$ cat config.mk
export PLATFORM = sky130hd
export DESIGN_NAME = keypad_scan
export DESIGN_NICKNAME = d
export VERILOG_FILES = /design/src/rtl/keypad_pkg.sv /design/src/rtl/scan_tick_gen.sv /design/src/rtl/keypad_scan.sv
export SDC_FILE = /design/constraint.sdc
export NUM_CORES = 1
export LEC_CHECK = 0
export ABC_CLOCK_PERIOD_IN_PS = 2940
export BUFFER_PORTS_ARGS = -buffer_cell sky130_fd_sc_hd__buf_2
export CAP_MARGIN = 15
export CORE_ASPECT_RATIO = 0.5
export CORE_MARGIN = 10
export CORE_UTILIZATION = 50
export DETAILED_ROUTE_END_ITERATION = 10
export GPL_TIMING_DRIVEN = 0
export PLACE_DENSITY = 0.78
export SYNTH_ARGS = -nofsm -noshare
export SYNTH_HDL_FRONTEND = slang
export SYNTH_SLANG_ARGS = --single-unit
$ cat constraint.sdc
create_clock -name clk_M -period 2.94 [get_ports clk_M]
set_clock_uncertainty 0.2 [all_clocks]
set_input_delay 0.147 -clock clk_M [delete_from_list [all_inputs] [get_ports clk_M]]
set_output_delay 0.147 -clock clk_M [all_outputs]
set_load 0.05 [all_outputs]
$ cat src/rtl/keypad_pkg.sv
// rtl/keypad_pkg.sv - shared types, constants and row/column decode helpers for the keypad scanner
package keypad_pkg;

   typedef enum logic [1:0] {
      SCAN     = 2'd0,
      DEBOUNCE = 2'd1,
      PRESSED  = 2'd2,
      RELEASE  = 2'd3
   } state_e;

   localparam int         KEY_W     = 4;
   localparam logic [3:0] COL_RESET = 4'b1110;
   localparam logic [3:0] ROWS_IDLE = 4'b1111;

   // True when exactly one line of an active-low group is asserted.
   function automatic logic one_low(input logic [3:0] v);
      logic [2:0] n;
      n = 3'd0;
      for (int i = 0; i < 4; i++) begin
         if (!v[i]) n = n + 3'd1;
      end
      return (n == 3'd1);
   endfunction

   // Position of the low bit; only meaningful when one_low() holds.
   function automatic logic [1:0] low_index(input logic [3:0] v);
      logic [1:0] idx;
      idx = 2'd0;
      for (int i = 0; i < 4; i++) begin
         if (!v[i]) idx = i[1:0];
      end
      return idx;
   endfunction

endpackage

$ cat src/rtl/scan_tick_gen.sv
// rtl/scan_tick_gen.sv - free-running prescaler giving a one-cycle tick every SCAN_DIV clocks
module scan_tick_gen #(
   parameter int SCAN_DIV = 100000
) (
   input  logic clk_i,
   input  logic rst_ni,
   output logic tick_o
);

   localparam int            CW   = (SCAN_DIV > 1) ? $clog2(SCAN_DIV) : 1;
   localparam logic [CW-1:0] LAST = CW'(SCAN_DIV - 1);

   logic [CW-1:0] cnt_q;
   logic [CW-1:0] cnt_d;

   // Tick on the terminal count, then wrap back to zero.
   always_comb begin
      tick_o = (cnt_q == LAST);
      cnt_d  = tick_o ? '0 : cnt_q + CW'(1);
   end

   // Count register.
   always_ff @(posedge clk_i) begin
      if (!rst_ni) cnt_q <= '0;
      else         cnt_q <= cnt_d;
   end

endmodule

$ cat src/rtl/keypad_scan.sv
// rtl/keypad_scan.sv - 4x4 matrix keypad scanner with debounce and single-pulse key report
module keypad_scan
   import keypad_pkg::*;
#(
   parameter int SCAN_DIV       = 100000,
   parameter int DEBOUNCE_SCANS = 8
) (
   input  logic             clk_M,
   input  logic             rst_n,
   input  logic [3:0]       row_in,
   output logic [3:0]       col_out,
   output logic [KEY_W-1:0] key_code,
   output logic             key_valid,
   output logic             key_down
);

   localparam int            DW      = $clog2(DEBOUNCE_SCANS + 1);
   localparam logic [DW-1:0] DB_LAST = DW'(DEBOUNCE_SCANS);

   logic             tick;
   logic [3:0]       sync1_q, rows_s;
   state_e           state_q, state_d;
   logic [3:0]       col_q, col_d;
   logic [DW-1:0]    cnt_q, cnt_d, cnt_inc;
   logic [3:0]       cap_rows_q, cap_rows_d;
   logic [KEY_W-1:0] cap_code_q, cap_code_d;
   logic [KEY_W-1:0] key_code_q, key_code_d;
   logic             key_valid_q, key_valid_d;
   logic             key_down_q, key_down_d;
   logic [3:0]       col_rot;

   scan_tick_gen #(.SCAN_DIV(SCAN_DIV)) u_tick (
      .clk_i  (clk_M),
      .rst_ni (rst_n),
      .tick_o (tick)
   );

   // Two-flop synchronizer for the asynchronous row lines.
   always_ff @(posedge clk_M) begin
      if (!rst_n) begin
         sync1_q <= ROWS_IDLE;
         rows_s  <= ROWS_IDLE;
      end else begin
         sync1_q <= row_in;
         rows_s  <= sync1_q;
      end
   end

   assign col_rot = {col_q[2:0], col_q[3]};
   assign cnt_inc = cnt_q + DW'(1);

   // Scan/debounce FSM: acts only on tick cycles, otherwise everything holds.
   always_comb begin
      state_d     = state_q;
      col_d       = col_q;
      cnt_d       = cnt_q;
      cap_rows_d  = cap_rows_q;
      cap_code_d  = cap_code_q;
      key_code_d  = key_code_q;
      key_valid_d = 1'b0;
      key_down_d  = key_down_q;
      if (tick) begin
         case (state_q)
            SCAN: begin
               if (one_low(rows_s)) begin
                  cap_rows_d = rows_s;
                  cap_code_d = {low_index(rows_s), low_index(col_q)};
                  cnt_d      = DW'(1);
                  state_d    = DEBOUNCE;
               end else begin
                  col_d = col_rot;
               end
            end
            DEBOUNCE: begin
               if (rows_s == cap_rows_q) begin
                  cnt_d = cnt_inc;
                  if (cnt_inc == DB_LAST) begin
                     state_d     = PRESSED;
                     key_code_d  = cap_code_q;
                     key_valid_d = 1'b1;
                     key_down_d  = 1'b1;
                  end
               end else begin
                  cnt_d   = '0;
                  col_d   = col_rot;
                  state_d = SCAN;
               end
            end
            PRESSED: begin
               // Counter is parked here, so it cannot overflow however long the key is held.
               if (rows_s == ROWS_IDLE) begin
                  cnt_d   = DW'(1);
                  state_d = RELEASE;
               end
            end
            RELEASE: begin
               if (rows_s == ROWS_IDLE) begin
                  cnt_d = cnt_inc;
                  if (cnt_inc == DB_LAST) begin
                     cnt_d      = '0;
                     key_down_d = 1'b0;
                     col_d      = col_rot;
                     state_d    = SCAN;
                  end
               end else begin
                  cnt_d   = '0;
                  state_d = PRESSED;
               end
            end
            default: state_d = SCAN;
         endcase
      end
   end

   // FSM and output registers.
   always_ff @(posedge clk_M) begin
      if (!rst_n) begin
         state_q     <= SCAN;
         col_q       <= COL_RESET;
         cnt_q       <= '0;
         cap_rows_q  <= ROWS_IDLE;
         cap_code_q  <= '0;
         key_code_q  <= '0;
         key_valid_q <= 1'b0;
         key_down_q  <= 1'b0;
      end else begin
         state_q     <= state_d;
         col_q       <= col_d;
         cnt_q       <= cnt_d;
         cap_rows_q  <= cap_rows_d;
         cap_code_q  <= cap_code_d;
         key_code_q  <= key_code_d;
         key_valid_q <= key_valid_d;
         key_down_q  <= key_down_d;
      end
   end

   assign col_out   = col_q;
   assign key_code  = key_code_q;
   assign key_valid = key_valid_q;
   assign key_down  = key_down_q;

endmodule

# Yosys cells after proc, flatten, opt, wreduce, memory -nomap -nowiden
# Index checks and enable logic that the tools add are counted.
[op_classes]
n_addsub = 5
reduce_logical = 11
n_mux = 42
eq_ne = 18
bitwise_logic = 1
[op_table]
columns = ["cell", "count"]
rows = [
  ["$mux W4", 9],
  ["$mux W3", 11],
  ["$mux W2", 10],
  ["$add A17 B1 Y17 const B", 1],
  ["$eq A17 B17 Y1 const B", 1],
  ["$ne A2 B2 Y1 const B", 8],
  ["$pmux W4 S4", 1],
  ["$pmux W4 S3", 1],
  ["$reduce_and A6 Y1", 2],
  ["$add A3 B1 Y3 const B", 3],
  ["$eq A4 B4 Y1 const B", 2],
  ["$mux W1", 8],
  ["$pmux W2 S4", 1],
  ["$reduce_and A4 Y1", 2],
  ["$ne A3 B3 Y1 const B", 2],
  ["$reduce_and A3 Y1", 2],
  ["$reduce_and A5 Y1", 1],
  ["$add A4 B1 Y4 const B", 1],
  ["$eq A2 B2 Y1 const B", 2],
  ["$eq A4 B4 Y1", 1],
  ["$eq A3 B1 Y1 const B", 1],
  ["$reduce_bool A3 Y1", 1],
  ["$eq A2 B1 Y1 const B", 1],
  ["$logic_not A2 Y1", 1],
  ["other kinds (4)", 4],
]
[totals]
reg_bits = 49
inputBits = 6
elab_cells = 88
out_inout_bits = 10

# Depth between registers and ports, before layout
# Gate-level depths: netlist (run 1).
[logic_depth]
depth_word = 18
ltp_mapped = 11

# Hierarchy
# Synthesis (run 1) repeated with hierarchy kept, for this count alone.
[hier_totals]
cells_unflattened = 256
area_unflattened_um2 = 2438.6
[by_module_without_submodules]
columns = ["mod", "cells_per_inst", "instances", "area_per_inst_um2", "seq_area_each_um2"]
rows = [
  ["keypad_scan", 169, 1, 1655.3, 640.6],
  ["scan_tick_gen", 87, 1, 783.3, 340.3],
]

# Least setup slack after synthesis (run 1)
# OpenSTA, ideal clock, no wires.
[synth_timing]
path_type = "register to register"
startpoint = "register rows_s[0]"
endpoint = "register cnt_q[2]"
path_buffers = 0
setup_time_ps = 75
period_less_slack_ps = 3184
arrival_time_ps = 2909
required_ps = 2665
stages_incl_launch_ff = 10
slack_ps = -244
path_cell_list = "dfxtp_1 inv_1 ha_1 xnor2_1 ha_1 or2_2 mux4_2 o31a_1 or4b_1 o22ai_1"
[synth_between]
elab_chain_cells = 18
word_cells_on_any_way = 24
cone_classes = "add/sub (3); eq/ne (5); mux (15); reduce/logical (1)"
[synth_lines]
columns = ["element", "line", "rtl"]
rows = [
  ["start, declared", "keypad_scan.sv:21", "logic [3:0] sync1_q, rows_s;"],
  ["start signal, assigned", "keypad_scan.sv:45", "rows_s <= sync1_q;"],
  ["$mux W1", "keypad_pkg.sv:20", "if (!v[i]) n = n + 3'd1;"],
  ["$mux W3", "keypad_scan.sv:63", "case (state_q)"],
  ["$mux W3", "keypad_scan.sv:62", "if (tick) begin"],
  ["$add A3 B1 Y3", "keypad_pkg.sv:20", ""],
  ["$mux W3", "keypad_pkg.sv:20", ""],
  ["$mux W3", "keypad_scan.sv:63", ""],
  ["$mux W3", "keypad_scan.sv:62", ""],
  ["$add A3 B1 Y3", "keypad_pkg.sv:20", ""],
  ["[2 not listed]", "--", ""],
  ["$mux W3", "keypad_scan.sv:62", ""],
  ["$add A3 B1 Y3", "keypad_pkg.sv:20", ""],
  ["$mux W3", "keypad_pkg.sv:20", ""],
  ["$mux W3", "keypad_scan.sv:63", ""],
  ["$mux W3", "keypad_scan.sv:62", ""],
  ["$eq A3 B1 Y1", "keypad_pkg.sv:22", "return (n == 3'd1);"],
  ["$ne A2 B2 Y1 (no line)", "--", ""],
  ["$reduce_and A3 Y1 (no line)", "--", ""],
  ["end signal, assigned", "keypad_scan.sv:129", "cnt_q <= cnt_d;"],
  ["end, declared", "keypad_scan.sv:24", "logic [DW-1:0] cnt_q, cnt_d, cnt_inc;"],
]
# Parallel ways exist; a longest one is shown, timed or not. The select of a mux whose other input is x is not followed.
# A chain may end at the register's enable or synchronous reset.

# Final worst setup path (run 1)
[layout_timing]
startpoint = "register rows_s[1]"
endpoint = "register cnt_q[2]"
[layout_between]
elab_chain_cells = 14
word_cells_on_any_way = 20
cone_classes = "add/sub (2); eq/ne (5); mux (12); reduce/logical (1)"
[layout_lines]
columns = ["element", "line"]
rows = [
  ["$mux W3", "keypad_pkg.sv:20"],
  ["$mux W3", "keypad_scan.sv:63"],
  ["$mux W3", "keypad_scan.sv:62"],
  ["$add A3 B1 Y3", "keypad_pkg.sv:20"],
  ["$mux W3", "keypad_pkg.sv:20"],
  ["$mux W3", "keypad_scan.sv:63"],
  ["$mux W3", "keypad_scan.sv:62"],
  ["$add A3 B1 Y3", "keypad_pkg.sv:20"],
  ["$mux W3", "keypad_pkg.sv:20"],
  ["$mux W3", "keypad_scan.sv:63"],
  ["$mux W3", "keypad_scan.sv:62"],
  ["$eq A3 B1 Y1", "keypad_pkg.sv:22"],
  ["$ne A2 B2 Y1 (no line)", "--"],
  ["$reduce_and A3 Y1 (no line)", "--"],
]
# Parallel ways exist; a longest one is shown, timed or not. The select of a mux whose other input is x is not followed.

==> report_table.html, run 1 <==
<table>
<tr><th>Metric</th><th>Value</th></tr>
<tr><th colspan="2">Synth</th></tr>
<tr><td>Number of warnings reported in the yosys synthesis log</td><td>0</td></tr>
<tr><td>Synthesized area per cell</td><td>9.051 sq um</td></tr>
<tr><td>Library cell with the largest summed area after synthesis</td><td>sky130_fd_sc_hd__dfxtp_1</td></tr>
<tr><td>Area share of the largest cell type after synthesis</td><td>40.90%</td></tr>
<tr><td>Flop and latch count out of synthesis</td><td>49</td></tr>
<tr><td>Cell count after synthesis</td><td>265</td></tr>
<tr><td>Async set-reset flop share out of synthesis</td><td>0%</td></tr>
<tr><td>Most frequent cells after synthesis</td><td>sky130_fd_sc_hd__dfxtp_1 (49), sky130_fd_sc_hd__nand2_1 (34), sky130_fd_sc_hd__nor2_1 (25), sky130_fd_sc_hd__mux2i_1 (15), sky130_fd_sc_hd__nand2b_1 (14)</td></tr>
<tr><td>Synthesized Nets</td><td>277</td></tr>
<tr><td>Sequential cell area fraction in the yosys report</td><td>40.90%</td></tr>
<tr><td>Leading register cell type out of synthesis</td><td>sky130_fd_sc_hd__dfxtp_1</td></tr>
<tr><td>EDFF count, synth</td><td>0</td></tr>
<tr><td>Total standard cell area after synthesis</td><td>2399 sq um</td></tr>
<tr><td>Unique cell type count in the Yosys netlist</td><td>49</td></tr>
<tr><td>Most common cell in the synthesized netlist</td><td>sky130_fd_sc_hd__dfxtp_1</td></tr>
<tr><td>Top post-synthesis cells by area</td><td>sky130_fd_sc_hd__dfxtp_1 (41%), sky130_fd_sc_hd__mux2i_1 (6.3%), sky130_fd_sc_hd__nand2_1 (5.3%)</td></tr>
<tr><th colspan="2">CTS</th></tr>
<tr><td>Clock root buffer</td><td>sky130_fd_sc_hd__clkbuf_8</td></tr>
<tr><td>Clock tree sinks</td><td>49</td></tr>
<tr><td>TritonCTS Buffers</td><td>5</td></tr>
<tr><td>Max Buffers Root-to-Sink</td><td>2</td></tr>
<tr><td>H-tree Lvls</td><td>2</td></tr>
<tr><td>Source-to-sink clock delay at the later pin of the worst-skew pair</td><td>0.31 ns</td></tr>
<tr><td>CTS clk-pin slew, worst paths</td><td>0.09 ns</td></tr>
<tr><td>Clock tree from TritonCTS</td><td>yes</td></tr>
<tr><th colspan="2">STA</th></tr>
<tr><td>Slack of the critical path</td><td>-0.08288 ns</td></tr>
<tr><td>Share of the clock period used by the worst path after layout</td><td>102.8%</td></tr>
<tr><td>Fin Hold WS</td><td>0.2110 ns</td></tr>
<tr><td>RSZ-0062 raised after global routing</td><td>yes</td></tr>
<tr><td>Actual slew at the worst max-slew pin</td><td>0.7197 ns</td></tr>
<tr><td>Final min period</td><td>3.023 ns</td></tr>
<tr><td>Maximum clock frequency</td><td>330.8 MHz</td></tr>
<tr><td>Final setup violation count</td><td>1</td></tr>
<tr><td>Count of pins over their slew limit</td><td>0</td></tr>
<tr><td>Hold violation total from the final report</td><td>0</td></tr>
<tr><td>Relative slew slack</td><td>51.92%</td></tr>
<tr><th colspan="2">GRT</th></tr>
<tr><td>First-pass GRT wire length</td><td>8859 microns</td></tr>
<tr><td>Aggregate global routing overflow</td><td>0</td></tr>
<tr><td>All-layer global routing usage</td><td>13.41%</td></tr>
<tr><td>Largest net degree at the start of global routing</td><td>15</td></tr>
<tr><td>Via count of the first global-routing pass</td><td>1939</td></tr>
<tr><td>Antenna violations before repair</td><td>0</td></tr>
<tr><th colspan="2">Routing</th></tr>
<tr><td>Routed via count divided by cell count</td><td>5.570</td></tr>
<tr><td>Iteration-0 DRC count of the detailed router</td><td>122</td></tr>
<tr><td>Detailed Routing Iterations Pass 1</td><td>5</td></tr>
<tr><td>Post-detailed-routing wire length</td><td>5386 microns</td></tr>
<tr><td>Vias</td><td>2033</td></tr>
<tr><td>Average wire per standard cell</td><td>14.76 microns</td></tr>
<tr><td>Detail Route Antenna Nets</td><td>0</td></tr>
<tr><td>Residual DRC count</td><td>0</td></tr>
<tr><th colspan="2">Run status</th></tr>
<tr><td>Status</td><td>finished, violations left</td></tr>
<tr><td>Violated checks</td><td>setup timing</td></tr>
<tr><th colspan="2">Floorplan</th></tr>
<tr><td>Total I/O pin count</td><td>16</td></tr>
<tr><td>Die area</td><td>8136 sq um</td></tr>
<tr><td>Core box area</td><td>4509 sq um</td></tr>
<tr><td>Die Wd</td><td>118.0 microns</td></tr>
<tr><td>Initial core utilization</td><td>53.19%</td></tr>
<tr><td>Die Y</td><td>68.98 microns</td></tr>
<tr><td>Number of placement rows</td><td>17</td></tr>
<tr><th colspan="2">Cells and area</th></tr>
<tr><td>Synthesis-to-finish area growth</td><td>17.21%</td></tr>
<tr><td>Antenna Diode Count</td><td>0</td></tr>
<tr><td>Fraction of layout instances using a drive strength above 1</td><td>18.06%</td></tr>
<tr><td>Net count, final</td><td>311</td></tr>
<tr><td>Non-Filler Cell Area, Final</td><td>2811 sq um</td></tr>
<tr><th colspan="2">Power</th></tr>
<tr><td>Power per standard cell area</td><td>439.2 nW/um^2</td></tr>
<tr><td>Pleak</td><td>1.042 nW</td></tr>
<tr><td>Peak supply drop</td><td>0.1931 mV</td></tr>
<tr><td>Total Power Consumption</td><td>0.001235 W</td></tr>
<tr><th colspan="2">Critical path</th></tr>
<tr><td>Top delay family on crit path</td><td>simple AND/OR/NAND/NOR gates</td></tr>
<tr><td>Critical path class</td><td>reg2reg</td></tr>
<tr><td>Worst-case register-to-register setup slack</td><td>-0.08 ns</td></tr>
<tr><td>Crit. End Element</td><td>flip-flop</td></tr>
<tr><td>Maximum fanout encountered on the critical timing path</td><td>3</td></tr>
<tr><td>Critical Path Slowest Stage Cell</td><td>sky130_fd_sc_hd__mux4_2</td></tr>
<tr><td>Type of origin of the critical path</td><td>flip-flop</td></tr>
<tr><td>Crit path cell chain</td><td>inv_2 &gt; ha_4 &gt; xnor2_2 &gt; ha_1 &gt; or2_4 &gt; mux4_2 &gt; o31a_1 &gt; or4b_1 &gt; o22ai_1</td></tr>
<tr><td>CP max stage delay</td><td>0.53 ns</td></tr>
<tr><td>Data arrival time at the worst-slack endpoint</td><td>3.06 ns</td></tr>
<tr><td>Buf+Inv Stages, Crit Path</td><td>1</td></tr>
<tr><td>Worst Path Required</td><td>2.98 ns</td></tr>
<tr><th colspan="2">Placement</th></tr>
<tr><td>Placer congestion estimate</td><td>0.8793</td></tr>
<tr><td>Instance area at placement</td><td>2571 sq um</td></tr>
<tr><td>Detailed placer's ending HPWL</td><td>3702 microns</td></tr>
<tr><td>Count of buffers from port buffering</td><td>15</td></tr>
<tr><th colspan="2">Job</th></tr>
<tr><td>Number of violations of the max-capacitance limit</td><td>0</td></tr>
<tr><th colspan="2">Worst hold path</th></tr>
<tr><td>Worst min path class</td><td>reg2reg</td></tr>
</table>
## flip-flops by register name, summed over array words and instances, names as in the netlist
name and flops:
col_out 4, key_valid 1, cnt_q 4, state_q 2, cap_rows_q 4, sync1_q 4, key_down 1, rows_s 4
u_tick.cnt_q 17, key_code 4, cap_code_q 4
## worst register-to-register path, stage by stage, from the launching register on
cell	delay [ns]
sky130_fd_sc_hd__dfxtp_2	0.35
sky130_fd_sc_hd__inv_2	0.05
sky130_fd_sc_hd__ha_4	0.24
sky130_fd_sc_hd__xnor2_2	0.13
sky130_fd_sc_hd__ha_1	0.29
sky130_fd_sc_hd__or2_4	0.22
sky130_fd_sc_hd__mux4_2	0.53
sky130_fd_sc_hd__o31a_1	0.32
sky130_fd_sc_hd__or4b_1	0.47
sky130_fd_sc_hd__o22ai_1	0.15
## kinds of logic (layout without fill, tap and decap cells)
group / count (synthesis) / in the layout / synth area share [%]
simple gates: 125 / 125 / 27.49
mux: 17 / 17 / 7.668
xor+xnor: 20 / 20 / 7.303
buf+inv: 18 / 52 / 3.182
compound gates: 30 / 30 / 10.33
fa+ha+maj: 6 / 6 / 3.130
flops: 49 / 49 / 40.90
## placed cells by master (no fill, tap or decap), types with 3 or more instances in the layout
| master | count |
|---|---|
| sky130_fd_sc_hd__dfxtp_1 | 46 |
| sky130_fd_sc_hd__nand2_1 | 34 |
| sky130_fd_sc_hd__nor2_1 | 24 |
| sky130_fd_sc_hd__buf_2 | 16 |
| sky130_fd_sc_hd__mux2i_1 | 15 |
| sky130_fd_sc_hd__nand2b_1 | 14 |
| sky130_fd_sc_hd__xor2_1 | 10 |
| sky130_fd_sc_hd__xnor2_1 | 9 |
| sky130_fd_sc_hd__clkbuf_1 | 7 |
| sky130_fd_sc_hd__nor3_1 | 7 |
| sky130_fd_sc_hd__nand3_1 | 7 |
| sky130_fd_sc_hd__buf_4 | 7 |
| sky130_fd_sc_hd__inv_1 | 6 |
| sky130_fd_sc_hd__nand4_1 | 6 |
| sky130_fd_sc_hd__and3_1 | 6 |
| sky130_fd_sc_hd__ha_1 | 5 |
| sky130_fd_sc_hd__clkbuf_8 | 5 |
| sky130_fd_sc_hd__dlygate4sd3_1 | 5 |
| sky130_fd_sc_hd__nand3b_1 | 4 |
| sky130_fd_sc_hd__o21ai_0 | 4 |
| sky130_fd_sc_hd__a21oi_1 | 4 |
| sky130_fd_sc_hd__a211oi_1 | 3 |
| sky130_fd_sc_hd__a211oi_2 | 3 |
## through the flow
stage	util [%]	cells	setup TNS [ns]	setup slack (ns)
after floorplan	-	265	-0.08609	-0.04713
after global placement	57.02	346	-1.395	-0.2212
after detailed placement	57.02	346	-2.887	-0.3171
after CTS	61.68	363	-0.1210	-0.1210
after global routing	62.35	365	-1.056	-0.1533
final	62.35	365	-0.08288	-0.08288
## path summary, 6_finish.rpt
kind,startpoint,to,depth (start not counted)
hold reg to reg,sync1_q[2]$_SDFF_PN1_,rows_s[2]$_SDFF_PN1_,1
setup / recovery,rows_s[1]$_SDFF_PN1_,cnt_q[2]$_SDFFE_PN0P_,9
hold / removal,sync1_q[2]$_SDFF_PN1_,rows_s[2]$_SDFF_PN1_,1
setup reg to reg,rows_s[1]$_SDFF_PN1_,cnt_q[2]$_SDFFE_PN0P_,9
## routing by layer
| metal | vias to the layer above | GRT usage (%) | wire length, microns |
|---|---|---|---|
| li1 | 990 | - | - |
| met1 | 981 | 14.69 | 2396 |
| met2 | 55 | 25.21 | 2612 |
| met3 | 7 | 3.887 | 321 |
| met4 | 0 | 4.893 | 56 |
| met5 | - | 0 | 0 |
## report_power, final
group | internal [W] | switching (W) | leakage (nW)
logic | 0.0000400 | 0.0000469 | 0.592
registers | 0.000671 | 0.00000689 | 0.397
clock network | 0.000247 | 0.000222 | 0.0540
## cell type report
| type | count | area (sq um) |
|---|---|---|
| buffer | 9 | 42.54 |
| clock buffer | 5 | 68.82 |
| clock inverter | 2 | 35.03 |
| fill | 385 | 1698 |
| inverter | 8 | 30.03 |
| multi-input combinational | 198 | 1376 |
| sequential | 49 | 987.2 |
| tap | 66 | 82.58 |
| timing repair buffer | 28 | 188.9 |
## timing repair
| action | in CTS | in global routing |
|---|---|---|
| endpoints found under the hold margin | 5 | 0 |
| resized for setup | 5 | 6 |
| pin swaps | 3 | 4 |
| cloned | 1 | 0 |
| setup endpoints to repair | 17 | 18 |
| hold buffers | 5 | 0 |
| buffers inserted | 5 | 2 |
No activity file was read; power rests on OpenSTA's default activity.
==> run 2, diff against run 1 <==
--- a/config.mk
+++ b/config.mk
@@ -5,7 +5,7 @@
 export SDC_FILE = /design/constraint.sdc
 export NUM_CORES = 1
 export LEC_CHECK = 0
-export ABC_CLOCK_PERIOD_IN_PS = 2940
+export ABC_CLOCK_PERIOD_IN_PS = 2900
 export BUFFER_PORTS_ARGS = -buffer_cell sky130_fd_sc_hd__buf_2
 export CAP_MARGIN = 15
 export CORE_ASPECT_RATIO = 0.5
@@ -13,7 +13,7 @@
 export CORE_UTILIZATION = 50
 export DETAILED_ROUTE_END_ITERATION = 10
 export GPL_TIMING_DRIVEN = 0
-export PLACE_DENSITY = 0.78
+export PLACE_DENSITY = 0.76
 export SYNTH_ARGS = -nofsm -noshare
 export SYNTH_HDL_FRONTEND = slang
 export SYNTH_SLANG_ARGS = --single-unit
==> constraint.sdc (replaced) <==
create_clock -name clk_M -period 2.9 [get_ports clk_M]
set_clock_uncertainty 0.2 [all_clocks]
set_input_delay 0.145 -clock clk_M [delete_from_list [all_inputs] [get_ports clk_M]]
set_output_delay 0.145 -clock clk_M [all_outputs]
set_load 0.05 [all_outputs]
==> report_table.html, run 2 (synthesized netlist as in run 1, its figures left out) <==
<table>
<tr><th>Metric</th><th>Value</th></tr>
<tr><th colspan="2">STA</th></tr>
<tr><td>Slack of the critical path</td><td>-0.1229 ns</td></tr>
<tr><td>Share of the clock period used by the worst path after layout</td><td>104.2%</td></tr>
<tr><td>Count of pins over their slew limit</td><td>0</td></tr>
<tr><td>Hold violation total from the final report</td><td>0</td></tr>
<tr><td>Relative slew slack</td><td>48.06%</td></tr>
<tr><td>Maximum clock frequency</td><td>330.8 MHz</td></tr>
<tr><td>Final min period</td><td>3.023 ns</td></tr>
<tr><td>RSZ-0062 raised after global routing</td><td>yes</td></tr>
<tr><td>Final setup violation count</td><td>12</td></tr>
<tr><td>Actual slew at the worst max-slew pin</td><td>0.7725 ns</td></tr>
<tr><th colspan="2">GRT</th></tr>
<tr><td>Largest net degree at the start of global routing</td><td>16</td></tr>
<tr><td>Aggregate global routing overflow</td><td>0</td></tr>
<tr><td>First-pass GRT wire length</td><td>8776 microns</td></tr>
<tr><td>Antenna violations before repair</td><td>0</td></tr>
<tr><td>Via count of the first global-routing pass</td><td>1916</td></tr>
<tr><td>All-layer global routing usage</td><td>13.06%</td></tr>
<tr><th colspan="2">Power</th></tr>
<tr><td>Peak supply drop</td><td>0.2163 mV</td></tr>
<tr><td>Pleak</td><td>1.053 nW</td></tr>
<tr><td>Power per standard cell area</td><td>454.0 nW/um^2</td></tr>
<tr><th colspan="2">Cells and area</th></tr>
<tr><td>Register name with the most flops</td><td>u_tick.cnt_q</td></tr>
<tr><td>Filler instances</td><td>386</td></tr>
<tr><td>Most frequent standard cell in the layout excluding fill and tap cells</td><td>sky130_fd_sc_hd__dfxtp_1</td></tr>
<tr><td>Share of the core filled with cells in the final layout</td><td>63.10%</td></tr>
<tr><td>Net count, final</td><td>312</td></tr>
<tr><td>Commonest cells after routing, fill and taps aside</td><td>sky130_fd_sc_hd__dfxtp_1 (46), sky130_fd_sc_hd__nand2_1 (34), sky130_fd_sc_hd__nor2_1 (23)</td></tr>
<tr><td>Synthesis-to-finish area growth</td><td>18.62%</td></tr>
<tr><td>Largest register FFs</td><td>17</td></tr>
<tr><td>Fraction of layout instances using a drive strength above 1</td><td>18.94%</td></tr>
<tr><td>Antenna Diode Count</td><td>0</td></tr>
<tr><th colspan="2">Run status</th></tr>
<tr><td>Violated checks</td><td>setup timing</td></tr>
<tr><td>Status</td><td>finished, violations left</td></tr>
<tr><th colspan="2">Floorplan</th></tr>
<tr><td>Total I/O pin count</td><td>16</td></tr>
<tr><td>Die Wd</td><td>118.0 microns</td></tr>
<tr><td>Initial core utilization</td><td>53.19%</td></tr>
<tr><td>Core box area</td><td>4509 sq um</td></tr>
<tr><td>Number of placement rows</td><td>17</td></tr>
<tr><td>Die area</td><td>8136 sq um</td></tr>
<tr><td>Die Y</td><td>68.98 microns</td></tr>
<tr><th colspan="2">CTS</th></tr>
<tr><td>Clock root buffer</td><td>sky130_fd_sc_hd__clkbuf_8</td></tr>
<tr><td>Clock tree sinks</td><td>49</td></tr>
<tr><td>Max Buffers Root-to-Sink</td><td>2</td></tr>
<tr><td>Clock tree from TritonCTS</td><td>yes</td></tr>
<tr><td>Source-to-sink clock delay at the later pin of the worst-skew pair</td><td>0.31 ns</td></tr>
<tr><td>TritonCTS Buffers</td><td>5</td></tr>
<tr><td>H-tree Lvls</td><td>2</td></tr>
<tr><td>CTS clk-pin slew, worst paths</td><td>0.10 ns</td></tr>
<tr><th colspan="2">Critical path</th></tr>
<tr><td>Worst-case register-to-register setup slack</td><td>-0.12 ns</td></tr>
<tr><td>Maximum fanout encountered on the critical timing path</td><td>4</td></tr>
<tr><td>Worst Path Required</td><td>2.93 ns</td></tr>
<tr><td>Depth of the worst register-to-register path</td><td>9</td></tr>
<tr><td>Data arrival time at the worst-slack endpoint</td><td>3.06 ns</td></tr>
<tr><td>RR Startpoint</td><td>rows_s[0]$_SDFF_PN1_</td></tr>
<tr><td>Endpoint of the worst register-to-register path</td><td>cnt_q[2]$_SDFFE_PN0P_</td></tr>
<tr><td>Type of origin of the critical path</td><td>flip-flop</td></tr>
<tr><td>Critical path class</td><td>reg2reg</td></tr>
<tr><td>Crit. End Element</td><td>flip-flop</td></tr>
<tr><th colspan="2">Routing</th></tr>
<tr><td>Detailed Routing Iterations Pass 1</td><td>4</td></tr>
<tr><td>Detail Route Antenna Nets</td><td>0</td></tr>
<tr><td>Average wire per standard cell</td><td>14.01 microns</td></tr>
<tr><td>Iteration-0 DRC count of the detailed router</td><td>94</td></tr>
<tr><td>Residual DRC count</td><td>0</td></tr>
<tr><td>Post-detailed-routing wire length</td><td>5142 microns</td></tr>
<tr><td>Routed via count divided by cell count</td><td>5.376</td></tr>
<tr><td>Vias</td><td>1973</td></tr>
<tr><th colspan="2">Worst hold path</th></tr>
<tr><td>Worst min path class</td><td>reg2reg</td></tr>
<tr><td>Critical hold path startpoint</td><td>sync1_q[3]$_SDFF_PN1_</td></tr>
<tr><td>Worst-case hold path end point</td><td>rows_s[3]$_SDFF_PN1_</td></tr>
<tr><td>Cell count of the worst hold path</td><td>1</td></tr>
<tr><th colspan="2">Placement</th></tr>
<tr><td>Placer congestion estimate</td><td>0.8449</td></tr>
<tr><td>Detailed placer's ending HPWL</td><td>3533 microns</td></tr>
<tr><td>Worst setup slack before clock tree synthesis</td><td>-0.3175 ns</td></tr>
<tr><td>Count of buffers from port buffering</td><td>15</td></tr>
<tr><th colspan="2">Job</th></tr>
<tr><td>Number of violations of the max-capacitance limit</td><td>0</td></tr>
</table>
## run 2: cell types whose count changed in the layout (fill, tap and decap cells not counted), sizes merged
cell and delta:
buf +1, clkinvlp +1, clkbuf +1, clkinv -1
## run 2: where the power goes
part,total (W),switching (W),internal [W]
Clock,0.000511,0.000230,0.000281
Combinational,0.0000932,0.0000489,0.0000443
Sequential,0.000688,0.00000703,0.000681
## run 2: worst max-delay path by stage
stage | startpoint | to | cells after the start
2_1_floorplan | rows_s[1]$_SDFF_PN1_ | cnt_q[2]$_SDFFE_PN0P_ | 9
3_3_place_gp | rows_s[2]$_SDFF_PN1_ | state_q[1]$_SDFFE_PN0P_ | 8
3_5_place_dp | rows_s[2]$_SDFF_PN1_ | state_q[0]$_SDFFE_PN0P_ | 8
4_1_cts | rows_s[0]$_SDFF_PN1_ | cnt_q[2]$_SDFFE_PN0P_ | 9
5_1_grt | rows_s[0]$_SDFF_PN1_ | cnt_q[2]$_SDFFE_PN0P_ | 9
6_report | rows_s[0]$_SDFF_PN1_ | cnt_q[2]$_SDFFE_PN0P_ | 9
## run 2: repair_timing
item                                    in CTS  in global routing
endpoints found under the setup margin      17                 18
pin swaps                                    7                  5
hold endpoints to repair                     5                  0
hold buffers                                 5                  0
gates cloned                                 1                  0
resized for setup                            9                  3
buffers inserted                             7                  1
## run 2: through the flow
| stage | power, W | instances | setup TNS, ns | hold slack [ns] | instance area, sq um |
|---|---|---|---|---|---|
| final | 0.001292 | 367 | -0.6252 | 0.2243 | 2845 |
| after global routing | 0.001338 | 367 | -2.274 | 0.2482 | 2845 |
| after CTS | 0.001293 | 366 | -0.8338 | 0.2297 | 2830 |
| after detailed placement | 0.0007735 | 346 | -2.502 | 0.1284 | 2571 |
| after global placement | 0.0007712 | 346 | -1.621 | 0.1252 | 2571 |
| after floorplan | 0.0007532 | 265 | -0.2061 | 0.01797 | 2414 |
## run 2: per-layer routing
| layer | part of all wire, % | routed length (microns) | global-route usage [%] | vias to the layer above |
|---|---|---|---|---|
| met4 | 0.45 | 23 | 3.058 | 0 |
| met2 | 48 | 2470 | 23.96 | 23 |
| li1 | - | - | - | 998 |
| met5 | 0 | 0 | 0 | - |
| met1 | 48 | 2474 | 15.07 | 950 |
| met3 | 3.4 | 174 | 4.049 | 2 |
## run 2: critical path, cell delays in order, from the launching register on
cell,delay (ns)
sky130_fd_sc_hd__dfxtp_4,0.37
sky130_fd_sc_hd__inv_2,0.04
sky130_fd_sc_hd__ha_4,0.24
sky130_fd_sc_hd__xnor2_2,0.13
sky130_fd_sc_hd__ha_1,0.28
sky130_fd_sc_hd__or2_4,0.22
sky130_fd_sc_hd__mux4_2,0.52
sky130_fd_sc_hd__o31a_1,0.32
sky130_fd_sc_hd__or4b_1,0.47
sky130_fd_sc_hd__o22ai_1,0.14
## run 2: layout make-up
class	count	area, sq um	share of cell area (%)
buffer	9	42.54	1.495
clock inverter	2	37.54	1.319
multi-input combinational	198	1386	48.72
sequential	49	987.2	34.70
clock buffer	6	82.58	2.902
tap	66	82.58	2.902
timing repair buffer	29	196.4	6.904
inverter	8	30.03	1.055
==> run 3, diff against run 2 <==
--- a/config.mk
+++ b/config.mk
@@ -5,7 +5,8 @@
 export SDC_FILE = /design/constraint.sdc
 export NUM_CORES = 1
 export LEC_CHECK = 0
-export ABC_CLOCK_PERIOD_IN_PS = 2900
+export ABC_AREA = 1
+export ABC_CLOCK_PERIOD_IN_PS = 3650
 export BUFFER_PORTS_ARGS = -buffer_cell sky130_fd_sc_hd__buf_2
 export CAP_MARGIN = 15
 export CORE_ASPECT_RATIO = 0.5
@@ -14,6 +15,7 @@
 export DETAILED_ROUTE_END_ITERATION = 10
 export GPL_TIMING_DRIVEN = 0
 export PLACE_DENSITY = 0.76
+export SLEW_MARGIN = 20
 export SYNTH_ARGS = -nofsm -noshare
 export SYNTH_HDL_FRONTEND = slang
 export SYNTH_SLANG_ARGS = --single-unit
==> constraint.sdc (replaced) <==
create_clock -name clk_M -period 3.65 [get_ports clk_M]
set_clock_uncertainty 0.2 [all_clocks]
set_input_delay 0.1825 -clock clk_M [delete_from_list [all_inputs] [get_ports clk_M]]
set_output_delay 0.1825 -clock clk_M [all_outputs]
set_load 0.05 [all_outputs]
==> report_table.html, run 3 <==
<table>
<tr><th>Metric</th><th>Value</th></tr>
<tr><th colspan="2">Run status</th></tr>
<tr><td>Status</td><td>completed</td></tr>
<tr><th colspan="2">Critical path</th></tr>
<tr><td>CP max stage delay</td><td>0.41 ns</td></tr>
<tr><td>Buf+Inv Stages, Crit Path</td><td>2</td></tr>
<tr><td>Crit. End Element</td><td>flip-flop</td></tr>
<tr><td>Crit path cell chain</td><td>inv_1 &gt; ha_1 &gt; inv_1 &gt; nand2_1 &gt; nand2_1 &gt; ha_1 &gt; or2_1 &gt; nand2_1 &gt; nand4_2 &gt; nor2_8 &gt; nand2_4 &gt; nor2_2 &gt; nor2_1</td></tr>
<tr><td>Critical Path Slowest Stage Cell</td><td>sky130_fd_sc_hd__dfxtp_1</td></tr>
<tr><td>Worst-case register-to-register setup slack</td><td>1.07 ns</td></tr>
<tr><td>Data arrival time at the worst-slack endpoint</td><td>2.58 ns</td></tr>
<tr><td>Top delay family on crit path</td><td>simple AND/OR/NAND/NOR gates</td></tr>
<tr><td>Critical path class</td><td>reg2reg</td></tr>
<tr><td>Maximum fanout encountered on the critical timing path</td><td>6</td></tr>
<tr><td>Crit path top cell by count</td><td>sky130_fd_sc_hd__nand2_1</td></tr>
<tr><td>Worst Path Required</td><td>3.65 ns</td></tr>
<tr><td>Type of origin of the critical path</td><td>flip-flop</td></tr>
<tr><th colspan="2">CTS</th></tr>
<tr><td>Total setup buffers inserted after CTS</td><td>0</td></tr>
<tr><td>Max Buffers Root-to-Sink</td><td>2</td></tr>
<tr><td>TritonCTS Buffers</td><td>5</td></tr>
<tr><td>CTS clk-pin slew, worst paths</td><td>0.09 ns</td></tr>
<tr><td>Total of cells resized after clock tree synthesis</td><td>0</td></tr>
<tr><td>H-tree Lvls</td><td>2</td></tr>
<tr><td>Clock tree from TritonCTS</td><td>yes</td></tr>
<tr><td>Clock tree sinks</td><td>49</td></tr>
<tr><td>Clock root buffer</td><td>sky130_fd_sc_hd__clkbuf_8</td></tr>
<tr><td>Source-to-sink clock delay at the later pin of the worst-skew pair</td><td>0.31 ns</td></tr>
<tr><td>Hold_buf cts</td><td>5</td></tr>
<tr><th colspan="2">STA</th></tr>
<tr><td>Aggregate negative setup slack</td><td>0 ns</td></tr>
<tr><td>RSZ-0062 raised after global routing</td><td>no</td></tr>
<tr><td>Count of pins over their slew limit</td><td>0</td></tr>
<tr><td>Hold violation total from the final report</td><td>0</td></tr>
<tr><td>Actual slew at the worst max-slew pin</td><td>0.4810 ns</td></tr>
<tr><td>Final min period</td><td>2.578 ns</td></tr>
<tr><td>Maximum clock frequency</td><td>387.9 MHz</td></tr>
<tr><td>Relative slew slack</td><td>67.93%</td></tr>
<tr><td>Share of the clock period used by the worst path after layout</td><td>70.62%</td></tr>
<tr><td>Slack of the critical path</td><td>1.072 ns</td></tr>
<tr><td>Final setup violation count</td><td>0</td></tr>
<tr><td>Fin Hold WS</td><td>0.2185 ns</td></tr>
<tr><th colspan="2">Synth</th></tr>
<tr><td>EDFF count, synth</td><td>0</td></tr>
<tr><td>Flop and latch count out of synthesis</td><td>49</td></tr>
<tr><td>Most frequent cells after synthesis</td><td>sky130_fd_sc_hd__nand2_1 (94), sky130_fd_sc_hd__nor2_1 (56), sky130_fd_sc_hd__dfxtp_1 (49), sky130_fd_sc_hd__inv_1 (49), sky130_fd_sc_hd__nand3_1 (21)</td></tr>
<tr><td>Synthesized area per cell</td><td>7.025 sq um</td></tr>
<tr><td>Area share of the largest cell type after synthesis</td><td>37.33%</td></tr>
<tr><td>Most common cell in the synthesized netlist</td><td>sky130_fd_sc_hd__nand2_1</td></tr>
<tr><td>Library cell with the largest summed area after synthesis</td><td>sky130_fd_sc_hd__dfxtp_1</td></tr>
<tr><td>Cell count after synthesis</td><td>374</td></tr>
<tr><td>Sequential cell area fraction in the yosys report</td><td>37.33%</td></tr>
<tr><td>Top post-synthesis cells by area</td><td>sky130_fd_sc_hd__dfxtp_1 (37%), sky130_fd_sc_hd__nand2_1 (13%), sky130_fd_sc_hd__nor2_1 (8.0%)</td></tr>
<tr><td>Synthesized Nets</td><td>386</td></tr>
<tr><td>Async set-reset flop share out of synthesis</td><td>0%</td></tr>
<tr><td>Total standard cell area after synthesis</td><td>2628 sq um</td></tr>
<tr><td>Number of warnings reported in the yosys synthesis log</td><td>0</td></tr>
<tr><td>Unique cell type count in the Yosys netlist</td><td>37</td></tr>
<tr><td>Leading register cell type out of synthesis</td><td>sky130_fd_sc_hd__dfxtp_1</td></tr>
<tr><th colspan="2">Routing</th></tr>
<tr><td>Detailed Routing Iterations Pass 1</td><td>4</td></tr>
<tr><td>Vias</td><td>2330</td></tr>
<tr><td>Iteration-0 DRC count of the detailed router</td><td>120</td></tr>
<tr><td>Detail Route Antenna Nets</td><td>0</td></tr>
<tr><td>Average wire per standard cell</td><td>10.96 microns</td></tr>
<tr><td>Post-detailed-routing wire length</td><td>5161 microns</td></tr>
<tr><td>Routed via count divided by cell count</td><td>4.947</td></tr>
<tr><td>Residual DRC count</td><td>0</td></tr>
<tr><th colspan="2">GRT</th></tr>
<tr><td>Antenna violations before repair</td><td>0</td></tr>
<tr><td>Via count of the first global-routing pass</td><td>2139</td></tr>
<tr><td>All-layer global routing usage</td><td>12.47%</td></tr>
<tr><td>Largest net degree at the start of global routing</td><td>16</td></tr>
<tr><td>First-pass GRT wire length</td><td>9108 microns</td></tr>
<tr><td>Aggregate global routing overflow</td><td>0</td></tr>
<tr><th colspan="2">Placement</th></tr>
<tr><td>Detailed placer's ending HPWL</td><td>4056 microns</td></tr>
<tr><td>Worst setup slack before clock tree synthesis</td><td>1.093 ns</td></tr>
<tr><td>Count of buffers from port buffering</td><td>15</td></tr>
<tr><td>Placer congestion estimate</td><td>0.8579</td></tr>
<tr><th colspan="2">Power</th></tr>
<tr><td>Peak supply drop</td><td>0.1711 mV</td></tr>
<tr><td>Pleak</td><td>1.494 nW</td></tr>
<tr><td>Power per standard cell area</td><td>314.2 nW/um^2</td></tr>
<tr><th colspan="2">Cells and area</th></tr>
<tr><td>Most frequent standard cell in the layout excluding fill and tap cells</td><td>sky130_fd_sc_hd__nand2_1</td></tr>
<tr><td>Largest register FFs</td><td>17</td></tr>
<tr><td>Commonest cells after routing, fill and taps aside</td><td>sky130_fd_sc_hd__nand2_1 (94), sky130_fd_sc_hd__nor2_1 (56), sky130_fd_sc_hd__inv_1 (49), sky130_fd_sc_hd__dfxtp_1 (49), sky130_fd_sc_hd__nand3_1 (21)</td></tr>
<tr><td>Share of the core filled with cells in the final layout</td><td>58.51%</td></tr>
<tr><td>Net count, final</td><td>413</td></tr>
<tr><td>Synthesis-to-finish area growth</td><td>11.33%</td></tr>
<tr><td>Fraction of layout instances using a drive strength above 1</td><td>15.46%</td></tr>
<tr><td>Antenna Diode Count</td><td>0</td></tr>
<tr><td>Register name with the most flops</td><td>u_tick.cnt_q</td></tr>
<tr><th colspan="2">Floorplan</th></tr>
<tr><td>Core box area</td><td>5000 sq um</td></tr>
<tr><td>Total I/O pin count</td><td>16</td></tr>
<tr><td>Die Wd</td><td>122.5 microns</td></tr>
<tr><td>Die area</td><td>8731 sq um</td></tr>
<tr><td>Die Y</td><td>71.26 microns</td></tr>
<tr><td>Initial core utilization</td><td>52.55%</td></tr>
<tr><td>Number of placement rows</td><td>18</td></tr>
<tr><th colspan="2">Job</th></tr>
<tr><td>Number of violations of the max-capacitance limit</td><td>0</td></tr>
<tr><th colspan="2">Worst hold path</th></tr>
<tr><td>Worst min path class</td><td>reg2reg</td></tr>
</table>
run 3: cell count changes after synthesis, moves of 9 or more:
cell                       delta
sky130_fd_sc_hd__xnor2_1      -9
sky130_fd_sc_hd__nand2_1     +60
sky130_fd_sc_hd__inv_1       +41
sky130_fd_sc_hd__nand3_1     +14
sky130_fd_sc_hd__nor2_1      +31
sky130_fd_sc_hd__mux2i_1     -15
sky130_fd_sc_hd__nand2b_1    -14
run 3: power breakdown:
group / total, W / switching, W / internal, W
clock network: 0.000314 / 0.000181 / 0.000132
registers: 0.000545 / 0.00000361 / 0.000541
logic: 0.0000607 / 0.0000371 / 0.0000236
run 3: layer usage:
metal / wire length, microns / part of all wire, % / GRT usage, % / vias up
li1: - / - / - / 1235
met1: 2367 / 46 / 14.36 / 1047
met2: 2486 / 48 / 22.33 / 42
met3: 237 / 4.6 / 2.971 / 6
met4: 69 / 1.3 / 4.156 / 0
met5: 0 / 0 / 0 / -
run 3: final timing paths:
path                         startpoint                    endpoint  cells after the start
setup / recovery   rows_s[1]$_SDFF_PN1_  cap_code_q[2]$_SDFFE_PN0P_                     13
hold reg to reg   sync1_q[0]$_SDFF_PN1_        rows_s[0]$_SDFF_PN1_                      1
hold / removal    sync1_q[0]$_SDFF_PN1_        rows_s[0]$_SDFF_PN1_                      1
setup reg to reg   rows_s[1]$_SDFF_PN1_  cap_code_q[2]$_SDFFE_PN0P_                     13
run 3: stage by stage:
stage,area (sq um),cells,total power (W)
3_5_place_dp,2790,459,0.0006140
6_report,2925,471,0.0009191
2_1_floorplan,2628,374,0.0006001
4_1_cts,2925,471,0.0009275
3_3_place_gp,2790,459,0.0006120
5_1_grt,2925,471,0.0009617
run 3: final cells by class:
cell class / instances / area, sq um
Fill cell: 474 / 2074
Multi-Input combinational cell: 265 / 1398
Sequential cell: 49 / 980.9
Inverter: 55 / 211.5
Timing Repair Buffer: 20 / 125.1
Tap cell: 70 / 87.58
Clock buffer: 5 / 68.82
Buffer: 5 / 37.54
Clock inverter: 2 / 16.27
run 3: worst register-to-register path: stages, from the launching register on:
cell	delay, ns
sky130_fd_sc_hd__dfxtp_1	0.41
sky130_fd_sc_hd__inv_1	0.11
sky130_fd_sc_hd__ha_1	0.35
sky130_fd_sc_hd__inv_1	0.05
sky130_fd_sc_hd__nand2_1	0.08
sky130_fd_sc_hd__nand2_1	0.07
sky130_fd_sc_hd__ha_1	0.28
sky130_fd_sc_hd__or2_1	0.21
sky130_fd_sc_hd__nand2_1	0.10
sky130_fd_sc_hd__nand4_2	0.24
sky130_fd_sc_hd__nor2_8	0.21
sky130_fd_sc_hd__nand2_4	0.06
sky130_fd_sc_hd__nor2_2	0.08
sky130_fd_sc_hd__nor2_1	0.04
run 3: cells by family (layout without fill, tap and decap cells):
logic type               Yosys count  after routing  synth area share [%]
XOR/XNOR                           3              3                 1.000
AND/OR/NAND/NOR                  218            218                 40.95
flip-flops                        49             49                 37.33
adder cells (fa/ha/maj)            6              6                 2.857
AO/OA/AOI/OAI                     38             38                 8.382
buffers and inverters             60             87                 9.476
